$ cat src/rtl/snn_noc_pkg.sv
// Shared NoC definitions for the spiking convolution array: packet layout,
// type codes, node addresses and a packet builder. Used by the adder nodes,
// PEs, memory wrapper and router.
package snn_noc_pkg;

  localparam int unsigned NOC_W     = 34;
  localparam int unsigned PAYLOAD_W = 24;

  // Field positions inside a packet.
  localparam int unsigned SRC_MSB     = 33;
  localparam int unsigned SRC_LSB     = 30;
  localparam int unsigned DST_MSB     = 29;
  localparam int unsigned DST_LSB     = 26;
  localparam int unsigned TYPE_MSB    = 25;
  localparam int unsigned TYPE_LSB    = 24;
  localparam int unsigned PAYLOAD_MSB = 23;

  // Packet type codes; input spikes and partial sums share code 00.
  localparam logic [1:0] TYPE_INPUT  = 2'b00;
  localparam logic [1:0] TYPE_PSUM   = 2'b00;
  localparam logic [1:0] TYPE_KERNEL = 2'b01;
  localparam logic [1:0] TYPE_MEM    = 2'b10;
  localparam logic [1:0] TYPE_SPIKE  = 2'b11;

  // Node addresses.
  localparam logic [3:0] ADDR_ADDER0  = 4'b0001;
  localparam logic [3:0] ADDR_ADDER1  = 4'b0101;
  localparam logic [3:0] ADDR_ADDER2  = 4'b1001;
  localparam logic [3:0] ADDR_WRAPPER = 4'b0100;
  localparam logic [3:0] ADDR_PE1     = 4'b0010;
  localparam logic [3:0] ADDR_PE2     = 4'b0110;
  localparam logic [3:0] ADDR_PE3     = 4'b1010;

  // A spike payload whose low nibble is all ones is read as DONE by the wrapper.
  localparam logic [3:0]  DONE_NIBBLE  = 4'hF;
  localparam logic [23:0] DONE_PAYLOAD = 24'hFFFFFF;

  typedef struct packed {
    logic [3:0]  src;
    logic [3:0]  dst;
    logic [1:0]  ptype;
    logic [23:0] payload;
  } noc_pkt_t;

  function automatic noc_pkt_t pkt_make(input logic [3:0]  src,
                                        input logic [3:0]  dst,
                                        input logic [1:0]  ptype,
                                        input logic [23:0] payload);
    noc_pkt_t p;
    p.src     = src;
    p.dst     = dst;
    p.ptype   = ptype;
    p.payload = payload;
    return p;
  endfunction

endpackage

$ cat src/rtl/snn_psum_collector.sv
// Gathers the three partial sums and the old membrane potential of one output
// pixel. Rejects misrouted, unknown and duplicate packets with a one-cycle
// error pulse and flags when the pixel is complete.
module snn_psum_collector import snn_noc_pkg::*; #(
  parameter logic [3:0]  ADDR         = 4'b0001,
  parameter logic [3:0]  WRAPPER_ADDR = 4'b0100,
  parameter logic [3:0]  PE1_ADDR     = 4'b0010,
  parameter logic [3:0]  PE2_ADDR     = 4'b0110,
  parameter logic [3:0]  PE3_ADDR     = 4'b1010,
  parameter int unsigned PSUM_W       = 12,
  parameter int unsigned POT_W        = 8
) (
  input  logic              clk,
  input  logic              rst_n,
  input  logic              accept,
  input  noc_pkt_t          pkt,
  input  logic              first_t,
  input  logic              clear,
  output logic [PSUM_W-1:0] s0,
  output logic [PSUM_W-1:0] s1,
  output logic [PSUM_W-1:0] s2,
  output logic [POT_W-1:0]  pot,
  output logic              complete,
  output logic              err_pkt
);

  logic [PSUM_W-1:0] slot_q [3];
  logic [PSUM_W-1:0] slot_d [3];
  logic [2:0]        slot_valid_q, slot_valid_d;
  logic [POT_W-1:0]  pot_q, pot_d;
  logic              pot_valid_q, pot_valid_d;
  logic              err_q, err_d;
  logic [2:0]        slot_hit;
  logic              is_mem;

  logic unused_payload;
  assign unused_payload = ^pkt.payload[PAYLOAD_W-1:PSUM_W];

  // Decode an accepted packet into a slot/pot write or an error.
  always_comb begin
    slot_d       = slot_q;
    slot_valid_d = slot_valid_q;
    pot_d        = pot_q;
    pot_valid_d  = pot_valid_q;
    err_d        = 1'b0;
    slot_hit     = 3'b000;
    is_mem       = (pkt.ptype == TYPE_MEM) && (pkt.src == WRAPPER_ADDR);
    if (pkt.ptype == TYPE_PSUM) begin
      slot_hit = {pkt.src == PE3_ADDR, pkt.src == PE2_ADDR, pkt.src == PE1_ADDR};
    end
    if (clear) begin
      slot_valid_d = 3'b000;
      pot_valid_d  = 1'b0;
    end else if (accept) begin
      if (pkt.dst != ADDR) begin
        err_d = 1'b1;
      end else if (slot_hit != 3'b000) begin
        for (int k = 0; k < 3; k++) begin
          if (slot_hit[k]) begin
            if (slot_valid_q[k]) begin
              // First value wins; the repeat is discarded.
              err_d = 1'b1;
            end else begin
              slot_d[k]       = pkt.payload[PSUM_W-1:0];
              slot_valid_d[k] = 1'b1;
            end
          end
        end
      end else if (is_mem) begin
        // There is no old potential during the first timestep.
        if (first_t || pot_valid_q) begin
          err_d = 1'b1;
        end else begin
          pot_d       = pkt.payload[POT_W-1:0];
          pot_valid_d = 1'b1;
        end
      end else begin
        err_d = 1'b1;
      end
    end
  end

  // Slot, potential and error registers.
  always_ff @(posedge clk or negedge rst_n) begin
    if (!rst_n) begin
      for (int k = 0; k < 3; k++) slot_q[k] <= '0;
      slot_valid_q <= 3'b000;
      pot_q        <= '0;
      pot_valid_q  <= 1'b0;
      err_q        <= 1'b0;
    end else begin
      for (int k = 0; k < 3; k++) slot_q[k] <= slot_d[k];
      slot_valid_q <= slot_valid_d;
      pot_q        <= pot_d;
      pot_valid_q  <= pot_valid_d;
      err_q        <= err_d;
    end
  end

  assign s0       = slot_q[0];
  assign s1       = slot_q[1];
  assign s2       = slot_q[2];
  assign pot      = pot_valid_q ? pot_q : '0;
  assign complete = (&slot_valid_q) && (first_t || pot_valid_q);
  assign err_pkt  = err_q;

endmodule

$ cat src/rtl/snn_adder_node.sv
// Membrane-potential accumulator for one output column. Sums three partial
// sums plus the old potential, thresholds the total and returns a spike or an
// updated potential to the memory wrapper, then a DONE after each timestep.
module snn_adder_node import snn_noc_pkg::*; #(
  parameter logic [3:0]  ADDR         = 4'b0001,
  parameter int unsigned COL          = 0,
  parameter logic [3:0]  WRAPPER_ADDR = 4'b0100,
  parameter logic [3:0]  PE1_ADDR     = 4'b0010,
  parameter logic [3:0]  PE2_ADDR     = 4'b0110,
  parameter logic [3:0]  PE3_ADDR     = 4'b1010,
  parameter int unsigned THRESHOLD    = 64,
  parameter int unsigned OFX          = 3,
  parameter int unsigned TIMESTEPS    = 10,
  parameter int unsigned WIDTH_NOC    = 34,
  parameter int unsigned PSUM_W       = 12,
  parameter int unsigned POT_W        = 8
) (
  input  logic                 clk,
  input  logic                 rst_n,
  input  logic [WIDTH_NOC-1:0] in_data,
  input  logic                 in_valid,
  output logic                 in_ready,
  output logic [WIDTH_NOC-1:0] out_data,
  output logic                 out_valid,
  input  logic                 out_ready,
  output logic                 err_pkt,
  output logic [3:0]           cur_t
);

  localparam int unsigned SumW    = 14;
  localparam logic [1:0]  ColBits = 2'(COL);

  typedef enum logic [1:0] {
    StCollect,
    StCompute,
    StSendRes,
    StSendDone
  } state_t;

  state_t               state_q, state_d;
  logic [3:0]           row_q, row_d;
  logic [3:0]           cur_t_q, cur_t_d;
  logic [WIDTH_NOC-1:0] out_data_q, out_data_d;
  logic                 out_valid_q, out_valid_d;

  noc_pkt_t          pkt;
  logic              accept;
  logic              clear;
  logic              first_t;
  logic              complete;
  logic [PSUM_W-1:0] s0, s1, s2;
  logic [POT_W-1:0]  pot;
  logic [SumW-1:0]   sum;
  logic [POT_W-1:0]  pot_new;
  noc_pkt_t          result;

  assign pkt      = noc_pkt_t'(in_data);
  assign first_t  = (cur_t_q == 4'd1);
  // Stop accepting once the pixel is complete so nothing lands on a full slot.
  assign in_ready = (state_q == StCollect) && !complete;
  assign accept   = in_valid && in_ready;
  assign clear    = (state_q == StSendRes) && out_ready;

  snn_psum_collector #(
    .ADDR         (ADDR),
    .WRAPPER_ADDR (WRAPPER_ADDR),
    .PE1_ADDR     (PE1_ADDR),
    .PE2_ADDR     (PE2_ADDR),
    .PE3_ADDR     (PE3_ADDR),
    .PSUM_W       (PSUM_W),
    .POT_W        (POT_W)
  ) u_collector (
    .clk      (clk),
    .rst_n    (rst_n),
    .accept   (accept),
    .pkt      (pkt),
    .first_t  (first_t),
    .clear    (clear),
    .s0       (s0),
    .s1       (s1),
    .s2       (s2),
    .pot      (pot),
    .complete (complete),
    .err_pkt  (err_pkt)
  );

  // Threshold the accumulated potential and format the result packet.
  always_comb begin
    sum     = SumW'(pot) + SumW'(s0) + SumW'(s1) + SumW'(s2);
    pot_new = sum[POT_W-1:0];
    result  = pkt_make(ADDR, WRAPPER_ADDR, TYPE_SPIKE, {20'b0, row_q[1:0], ColBits});
    if (sum < SumW'(THRESHOLD)) begin
      // Keep a potential with low nibble 1111 from being mistaken for DONE.
      if (pot_new[3:0] == DONE_NIBBLE) pot_new = pot_new - 1'b1;
      result = pkt_make(ADDR, WRAPPER_ADDR, TYPE_MEM, 24'(pot_new));
    end
  end

  // Next-state and output register logic.
  always_comb begin
    state_d     = state_q;
    row_d       = row_q;
    cur_t_d     = cur_t_q;
    out_data_d  = out_data_q;
    out_valid_d = out_valid_q;
    unique case (state_q)
      StCollect: begin
        if (complete) state_d = StCompute;
      end
      StCompute: begin
        out_data_d  = result;
        out_valid_d = 1'b1;
        state_d     = StSendRes;
      end
      StSendRes: begin
        if (out_ready) begin
          row_d = row_q + 4'd1;
          if (row_q == 4'(OFX - 1)) begin
            out_data_d  = pkt_make(ADDR, WRAPPER_ADDR, TYPE_SPIKE, DONE_PAYLOAD);
            out_valid_d = 1'b1;
            state_d     = StSendDone;
          end else begin
            out_valid_d = 1'b0;
            state_d     = StCollect;
          end
        end
      end
      StSendDone: begin
        if (out_ready) begin
          out_valid_d = 1'b0;
          row_d       = 4'd0;
          cur_t_d     = (cur_t_q == 4'(TIMESTEPS)) ? 4'd1 : cur_t_q + 4'd1;
          state_d     = StCollect;
        end
      end
    endcase
  end

  // FSM state, counters and output packet registers.
  always_ff @(posedge clk or negedge rst_n) begin
    if (!rst_n) begin
      state_q     <= StCollect;
      row_q       <= 4'd0;
      cur_t_q     <= 4'd1;
      out_data_q  <= '0;
      out_valid_q <= 1'b0;
    end else begin
      state_q     <= state_d;
      row_q       <= row_d;
      cur_t_q     <= cur_t_d;
      out_data_q  <= out_data_d;
      out_valid_q <= out_valid_d;
    end
  end

  assign out_data  = out_data_q;
  assign out_valid = out_valid_q;
  assign cur_t     = cur_t_q;

endmodule

$ cat config.mk
export PLATFORM = sky130hd
export DESIGN_NAME = snn_adder_node
export DESIGN_NICKNAME = d
export VERILOG_FILES = /design/src/rtl/snn_noc_pkg.sv /design/src/rtl/snn_psum_collector.sv /design/src/rtl/snn_adder_node.sv
export SDC_FILE = /design/constraint.sdc
export NUM_CORES = 1
export LEC_CHECK = 0
export ABC_AREA = 1
export CORE_UTILIZATION = 50
export DETAILED_ROUTE_END_ITERATION = 10
export PLACE_DENSITY_LB_ADDON = 0.08
export SLEW_MARGIN = 5
export SYNTH_ARGS = -nofsm -noshare
export SYNTH_HDL_FRONTEND = slang
export SYNTH_SLANG_ARGS = --single-unit
$ cat constraint.sdc
create_clock -name clk -period 3.4 [get_ports clk]
set_input_delay 0.68 -clock clk [delete_from_list [all_inputs] [get_ports clk]]
set_output_delay 0.68 -clock clk [all_outputs]
set_load 0.02 [all_outputs]
==> metrics.txt <==
status complete, no violations; Crit Reg-Reg Startpoint u_collector.pot_valid_q; highest clock rate 0.301 GHz; # rows 35; Max-Cap Viols 0; ranking of synthesized cells by area dfrtp_1 (37%), nand2_1 (11%), fa_1 (8.4%), inv_1 (7.4%), ha_1 (5.0%); vias per std cell around 5; chip height just under 100 um; setup_tns 0 ns; hold_ws roughly 0.32 ns; Slew Viols, Final 0; power per cell area approximately 480 mW/mm^2; Seq/Total Area, Yosys 37.5%; nets@finish roughly 700; Longest Clk Path Bufs 2; P&R area growth vs syn 21.1%; dpl hpwl 6610 um; worst skew pair latency roughly 0.35 ns; pin count of the biggest net entering global routing 72; CTS clk-pin slew, worst paths approximately 0.080 ns; dpl cell area 0.00526 sq mm; Post-CTS Hold Buffers 0; hold crit path type primary input to async pin; GRT overflow 0; Wirelength per Cell between 10 and 15 um; layout cells sized above 1 a little over a fifth; Final WS setup about 0.076 ns; CTS root buffer clkbuf_8; Worst Path Max Fanout 6; CP max stage cell fa_2; Crit. End Element register; FF+latch count, synth 71; core footprint between 0.009 and 0.01 sq mm; CTS sink cnt between 70 and 80; R2R Setup Slk 0.08 ns; DRC Markers 0; Commonest cells post-synth nand2_1 (135), inv_1 (94), dfrtp_1 (70); critical path class register to register; Tmin final around 3.3 ns; Startpoint Class register; Synth top area share about 37%; Initial Util slightly above 50%; number of global-route vias before repair 3457; Placer Congestion roughly 0.85; pre-CTS WS between 0.005 and 0.006 ns; R2R cell count 19; Routed Wire Length 8960 um; count leader, synth nand2_1; Synth area leader dfrtp_1; Die ar. 0.00988 sq mm; Critical Path Max Stage Delay ~0.58 ns; Synth async-reset ratio 100%; Post-Synthesis Cells around 560; IO Pins a little under 80; global-route wire length before repair about 16000 um; CP cell instances buf_6 > nand2_1 > fa_1 > fa_2 > inv_1 > ha_1 > nand3_1 > nand3_2 > buf_4 > nand2_2 > nand3b_1 > nand2_2 > nand2_2 > nor2_4 > nand3_4 > nand3_2 > nand2_1 > inv_1 > nand2_1; Yosys cell types 46; most used flip-flop cell after synthesis dfrtp_1; initial antenna violation count 0; Max IR drop VDD ~0.22 mV; required time of the critical path 3.65 ns; CTS tree built; Critical R2R Capture out_data[3]; # setup viols final 0; detailed-route via count roughly 3.6k; IO buf count 60; mapped cell area between 0.004 and 0.005 sq mm; Ant. Diodes 0; design area approximately 0.0057 sq mm; number of synthesized flops with an enable pin 0; final hold violation count 0; CP arrival about 3.6 ns; total CTS buffers 9; post-synthesis average cell area 8.50 sq um; Initial DRC Count between 150 and 200; leakage 2.89 nW; TritonRoute pass-1 iters 4; unrepaired setup endpoints after global routing yes; GRT Total Usage approximately 20%; Final Skew between 0.01 and 0.015 ns; Warnings, synthesis 0; ANT nets after route 0; period utilization 97.8%; H-tree depth 3; Die Span X approximately 100 um
==> layer usage <==
layer,wire length (um),vias to the layer above,track usage [%]
met4,104,0,6.22
li1,-,1828,-
met5,0,-,0
met3,310,13,3.58
met2,4160,93,31.5
met1,4380,1671,27.4
==> critical path: cells and delay by family, from the launching register on <==
kind          cells  cell delay [ns]
fa+ha+maj         3             1.34
simple gates     12             1.04
flops             1             0.44
buf+inv           4             0.42
==> through the flow <==
| step | cells | utilization [%] | total power (W) |
|---|---|---|---|
| finish | 731 | 62.4 | 0.00277 |
| global route | 731 | 62.4 | 0.00294 |
| CTS | 722 | 59.7 | 0.00278 |
| detailed placement | 705 | 57.2 | 0.00200 |
| global placement | 705 | 57.2 | 0.00198 |
| floorplan | 563 | - | 0.00167 |
==> flip-flops by register name, summed over array words and instances, names as in the netlist <==
name                      cells
row_q                         4
out_valid                     1
u_collector.s0               12
state_q                       2
u_collector.pot_valid_q       1
cur_t                         4
u_collector.s2               12
u_collector.s1               12
u_collector.slot_valid_q      3
u_collector.pot_q             8
out_data                     11
u_collector.err_pkt           1
==> layout make-up <==
type | instances | area [sq um]
timing repair buffer | 73 | 713
fill | 790 | 3460
clock inverter | 5 | 81.3
tap | 111 | 139
clock buffer | 11 | 141
inverter | 103 | 387
multi-input combinational | 357 | 2500
sequential | 71 | 1780
==> cell families after synthesis <==
logic type	after synthesis	share of synthesized area, %
buf+inv	135	13.8
other cells	1	0.0791
xor+xnor	4	0.739
fa+ha+maj	39	13.5
simple gates	229	23.7
compound gates	79	10.7
flops	71	37.5
==> where the power goes <==
part	switching, W	internal, W	total (W)	leakage [nW]
registers	0.000104	0.000969	0.00107	0.952
clock network	0.000328	0.000434	0.000762	0.110
logic	0.000531	0.000405	0.000936	1.83
total	0.000963	0.00181	0.00277	2.89
==> layout by cell type, fill, tap and decap left out, types with 3 or more instances in the layout <==
master / synthesis / routed
inv_2: 8 / 13
fa_2: 0 / 3
buf_4: 24 / 10
clkdlybuf4s50_1: 0 / 59
fa_1: 20 / 17
nor2_4: 3 / 3
xor2_1: 3 / 3
o21ai_1: 10 / 11
ha_4: 0 / 4
o21ai_0: 22 / 21
dfrtp_1: 70 / 70
a21oi_2: 0 / 6
nand3b_1: 3 / 3
nand3_1: 22 / 17
ha_1: 19 / 13
nor2_2: 5 / 6
nand3_4: 1 / 4
nand2_2: 11 / 20
conb_1: 1 / 6
inv_1: 94 / 90
o21ai_2: 20 / 20
a21oi_1: 19 / 13
nor2_1: 24 / 23
nand2_1: 135 / 124
nand3_2: 3 / 5
clkbuf_8: 0 / 10
nand2_4: 1 / 3
nand4_1: 9 / 9
==> worst max path at each step <==
stage / from / end / slack [ns] / depth (start not counted)
detailed placement: u_collector.pot_valid_q / out_data[3] / 0.005 / 21
finish: u_collector.pot_valid_q / out_data[3] / 0.08 / 19
global placement: u_collector.pot_valid_q / out_data[3] / 0.07 / 21
floorplan: u_collector.pot_valid_q / out_data[3] / 0.22 / 22
global route: u_collector.pot_valid_q / out_data[3] / -0.11 / 21
CTS: u_collector.pot_valid_q / out_data[3] / 0.001 / 21
==> repair_timing <==
action	in CTS	in global routing
buffers inserted	1	9
setup endpoints to repair	2	7
pin swaps	0	25
resized for setup	0	49
Note: power is estimated with default switching activity, not from simulation.
